## src/rtl/mux_pipe.sv

```systemverilog
// ---------------------------------------------------------------------------
// mux_pipe
//   Registered N:1 multiplexer with a valid/ready handshake on both sides.
//   The block picks one of NUM_IN channels and stores the result in an
//   output register. A one-entry skid register catches one extra word when
//   downstream stalls, so in_ready never depends on out_ready within a cycle.
//
// Parameters
//   WIDTH   data width in bits
//   NUM_IN  number of input channels (2..16)
//
// Ports
//   clk        clock, all state changes on the rising edge
//   rst        synchronous active-high reset
//   in_data    NUM_IN packed channels, channel k at [k*WIDTH +: WIDTH]
//   sel        channel index, sampled together with in_data
//   in_valid   upstream offers in_data/sel
//   in_ready   block can accept this cycle (registered)
//   out_data   selected data, always the output register
//   out_valid  out_data holds a valid word
//   out_ready  downstream accepts out_data
//   sel_err    sticky flag, set when an out-of-range index is accepted
// ---------------------------------------------------------------------------
module mux_pipe #(
  parameter int WIDTH  = 8,
  parameter int NUM_IN = 4,
  localparam int SEL_W = (NUM_IN <= 2) ? 1 : $clog2(NUM_IN)
) (
  input  logic                      clk,
  input  logic                      rst,
  input  logic [NUM_IN*WIDTH-1:0]   in_data,
  input  logic [SEL_W-1:0]          sel,
  input  logic                      in_valid,
  output logic                      in_ready,
  output logic [WIDTH-1:0]          out_data,
  output logic                      out_valid,
  input  logic                      out_ready,
  output logic                      sel_err
);

  typedef enum logic [1:0] {
    EMPTY = 2'd0,
    ONE   = 2'd1,
    TWO   = 2'd2
  } state_t;

  state_t            state_q;
  logic [WIDTH-1:0]  outData_q;
  logic [WIDTH-1:0]  skidData_q;
  logic              inReady_q;
  logic              selErr_q;

  logic [WIDTH-1:0]  selValue;
  logic              selInRange;
  logic              inXfer;
  logic              outXfer;

  // When NUM_IN fills the whole select space every index is legal, so the
  // range check collapses to a constant and sel_err can never be set.
  generate
    if (NUM_IN == (1 << SEL_W)) begin : gFullRange
      assign selInRange = 1'b1;
    end else begin : gPartialRange
      assign selInRange = ({1'b0, sel} < (SEL_W+1)'(NUM_IN));
    end
  endgenerate

  // Pick channel sel out of the packed input bus; an index with no
  // matching channel leaves the default of all zeros.
  always_comb begin
    selValue = '0;
    for (int k = 0; k < NUM_IN; k++) begin
      if (sel == SEL_W'(k)) begin
        selValue = in_data[k*WIDTH +: WIDTH];
      end
    end
  end

  assign inXfer    = in_valid & inReady_q;
  assign outXfer   = out_valid & out_ready;

  assign in_ready  = inReady_q;
  assign out_valid = (state_q != EMPTY);
  assign out_data  = outData_q;
  assign sel_err   = selErr_q;

  // Occupancy FSM. The output register is always the head of the queue and
  // the skid register only ever holds the second word. in_ready is updated
  // together with the state so it is a pure register output and stays low
  // exactly while both entries are full.
  always_ff @(posedge clk) begin
    if (rst) begin
      state_q    <= EMPTY;
      outData_q  <= '0;
      skidData_q <= '0;
      inReady_q  <= 1'b1;
      selErr_q   <= 1'b0;
    end else begin
      if (inXfer && !selInRange) begin
        selErr_q <= 1'b1;
      end
      case (state_q)
        EMPTY: begin
          if (inXfer) begin
            outData_q <= selValue;
            state_q   <= ONE;
          end
        end
        ONE: begin
          if (inXfer && outXfer) begin
            outData_q <= selValue;
          end else if (inXfer) begin
            skidData_q <= selValue;
            inReady_q  <= 1'b0;
            state_q    <= TWO;
          end else if (outXfer) begin
            state_q <= EMPTY;
          end
        end
        TWO: begin
          if (outXfer) begin
            outData_q <= skidData_q;
            inReady_q <= 1'b1;
            state_q   <= ONE;
          end
        end
        default: begin
          state_q   <= EMPTY;
          inReady_q <= 1'b1;
        end
      endcase
    end
  end

endmodule
```

## config.mk

```make
export PLATFORM = sky130hd
export DESIGN_NAME = mux_pipe
export DESIGN_NICKNAME = d
export VERILOG_FILES = /design/src/rtl/mux_pipe.sv
export SDC_FILE = /design/constraint.sdc
export NUM_CORES = 1
export LEC_CHECK = 0
export BUFFER_PORTS_ARGS = -buffer_cell sky130_fd_sc_hd__buf_2
export CORE_UTILIZATION = 47
export DETAILED_ROUTE_END_ITERATION = 16
export HOLD_SLACK_MARGIN = 0.15
export PLACE_DENSITY = 0.87
export SYNTH_ARGS = -nofsm -noshare
export SYNTH_HDL_FRONTEND = slang
export SYNTH_SLANG_ARGS = --single-unit
```

## constraint.sdc

```tcl
create_clock -name clk -period 1.8 [get_ports clk]
set_input_delay 0.18 -clock clk [delete_from_list [all_inputs] [get_ports clk]]
set_output_delay 0.18 -clock clk [all_outputs]
set_load 0.1 [all_outputs]
```

==> flow_summary_export.csv <==
group,metric,value,unit
clocking,htree_levels,1,
floorplanning,core,2300,um2
setup_path,setup.worst_path.start_class,"register",
setup_path,cpPeakStageDelay,0.49,ns
synthesis,syn-instance-count,123,
power_and_ir_drop,powerDensity,805,nW/um2
layout,nets,206,
run,maxCapViolCount,0,
synthesis,synth.avg_cell_area,9.69,um2
synthesis,yosysTopAreaCellShare,31.9,%
timing,setup_tns,0,ns
setup_path,worst-setup-path-type,"register to register",
clocking,post-cts-setup-buffers,0,
synthesis,ys_ff_latch,19,
setup_path,crit_fanout,25,
global_route,grt-ovfl-total,0,
clocking,cts_sinks,19,
global_route,grt_pass1_wl,4.71,mm
synthesis,ys_types,23,
timing,period_share,93.3,%
placed_design,placed_cell_area,1400,um2
timing,layout_setup_ws,0.121,ns
routing,drc_errors,0,
timing,setup_violations,0,
timing,finalHoldViolations,0,
global_route,grt_max_degree,26,
power_and_ir_drop,comb_power_share,39.5,%
power_and_ir_drop,p_total,1.15,mW
layout,drive_gt1_share,36.5,%
floorplanning,die_y,52.4,um
synthesis,synth_area_leaders,"dfxtp_1 (32%), mux2i_1 (21%), nor3_1 (7.6%)",
routing,wire_per_inst,14.7,um
clocking,cts_tree,"yes",
placed_design,routabilityCongestion,0.867,
timing,timing.fmax,0.596,GHz
timing,skew,0.00193,ns
power_and_ir_drop,intPower,0.672,mW
synthesis,ys_seq_area_share,31.9,%
routing,drt_first_iter_violations,11,
placed_design,dpl.hpwl,2.22,mm
setup_path,crit_chain,"nor2b_4, buf_12, nor3b_1, a2111oi_1, nor3_1",
clocking,ctsHoldBuffers,0,
routing,viasPerCell,5.73,
power_and_ir_drop,swShare,41.6,%
layout,fin_area,1430,um2
hold_path,hp-class,"primary input to register",
power_and_ir_drop,pwr-share-clk,19.1,%
setup_path,endpoint_kind,"register",
layout,antenna_cells,0,
clocking,clk_pin_slew,0.11,ns
timing,slew_viol_final,0,
global_route,grt_pass1_vias,1068,
clocking,clockBufferDepth,2,
power_and_ir_drop,seqPwrFrac,41.4,%
timing,whs,0.161,ns
run_status,outcome,"completed",
timing,slew_headroom,58.0,%
global_route,track_usage,23.5,%
placed_design,place_ws,0.146,ns
routing,drt_wl_total,2.86,mm
clocking,root_buffer,"clkbuf_4",
synthesis,yosysWarnings,0,
placed_design,numPlacedInstances,191,
layout,fin_util,62.1,%
synthesis,yosysTopAreaCell,"dfxtp_1",
floorplanning,die_w,52.4,um
timing,rsz0062_at_grt,"false",
floorplanning,die_area,2740,um2
power_and_ir_drop,ir_drop,0.527,mV
floorplanning,rows,17,
power_and_ir_drop,power_switching,0.478,mW
routing,ant_nets,0,
timing,min_period,1.68,ns
timing,tightest_slew,0.630,ns
clocking,cts_resized,0,
clocking,clock_latency,0.30,ns
synthesis,synthesis.area,1190,um2
clocking,numCtsBuffers,3,
floorplanning,io_pins,49,
synthesis,syn_nets,161,
layout,area_delta_synth_final,19.7,%
routing,drt_first_pass_iters,4,
power_and_ir_drop,total_leakage_power,0.665,nW
layout,finalNonFillerCells,195,
floorplanning,start_util,51.9,%
routing,vias,1117,
placed_design,io_buffer_count,47,
global_route,grt_antenna_before_repair,0,
setup_path,critPathRequiredTime,1.98,ns
setup_path,arrival,1.86,ns
setup_path,slowest_stage,"dfxtp_1",
-- flip-flops by register name, indices dropped and copies added, names as in the netlist --
name,count
state_q,2
in_ready,1
skidData_q,8
out_data,8
-- cell usage in the layout (no fill, tap or decap), drive strengths merged --
cell / Yosys / routed
nand3b: 1 / 1
buf: 9 / 50
a2111oi: 8 / 8
o21bai: 1 / 1
mux2i: 25 / 25
conb: 1 / 1
o22a: 1 / 1
or2: 1 / 1
nand2: 3 / 3
dfxtp: 19 / 19
o31a: 1 / 1
a22o: 8 / 8
nor3b: 8 / 8
clkbuf: 0 / 4
o31ai: 1 / 1
nor2: 10 / 10
and3b: 1 / 1
a21oi: 4 / 4
nor3: 18 / 18
nor2b: 2 / 2
-- power by group through the flow --
stage / clock network (mW) / registers, mW / logic, mW
2_1_floorplan: 0 / 0.642 / 0.201
3_3_place_gp: 0 / 0.485 / 0.444
3_5_place_dp: 0 / 0.485 / 0.456
4_1_cts: 0.222 / 0.476 / 0.457
5_1_grt: 0.242 / 0.481 / 0.486
6_report: 0.219 / 0.476 / 0.454
-- cell type report --
type | instances | area (um2)
clock buffer | 4 | 26.3
multi-input combinational | 94 | 714
fill | 204 | 870
tap | 28 | 35.0
sequential | 19 | 382
timing repair buffer | 50 | 270
-- cell families (layout without fill, tap and decap cells) --
| group | count (synthesis) | in the layout | share of synthesized area [%] |
|---|---|---|---|
| multiplexers | 25 | 25 | 21.0 |
| AND/OR/NAND/NOR | 44 | 44 | 21.0 |
| buffers and inverters | 10 | 54 | 8.18 |
| flip-flops | 19 | 19 | 31.9 |
| other | 1 | 1 | 0.314 |
| AO/OA/AOI/OAI | 24 | 24 | 17.6 |
-- cells in the mapped netlist --
cell and number:
and3b_2 1, nor3b_1 8, buf_6 4, nand2_1 3, mux2i_1 25, a22o_1 8
o22a_2 1, buf_4 2, or2_2 1, o31ai_2 1, o21bai_1 1, dlymetal6s2s_1 1
a21oi_1 4, buf_2 2, nor3_1 18, dfxtp_1 19, a2111oi_1 8, nor2_1 10
nand3b_1 1, nor2b_4 2, buf_8 1, conb_1 1, o31a_2 1
-- final timing paths --
check / endpoint / slack [ns] / from / cells past startpoint
setup / recovery: out_data[1] / 0.12 / state_q[1] / 5
hold / removal: state_q[1] / 0.16 / out_ready / 2
setup reg to reg: out_data[1] / 0.12 / state_q[1] / 5
hold reg to reg: out_data[7] / 0.50 / out_data[7] / 2
-- metal layers --
metal	up-vias	wire length, um	GRT usage, %
li1	555	-	-
met1	514	1240	29.1
met2	40	1420	40.1
met3	8	140	2.90
met4	0	54	11.0
met5	-	0	0
-- critical path, delay by kind of cell, from the launching register on --
kind / cells / cell delay, ns
flops: 1 / 0.49
compound gates: 1 / 0.49
simple gates: 3 / 0.40
buf+inv: 1 / 0.17
No activity file was read; power rests on OpenSTA's default activity.
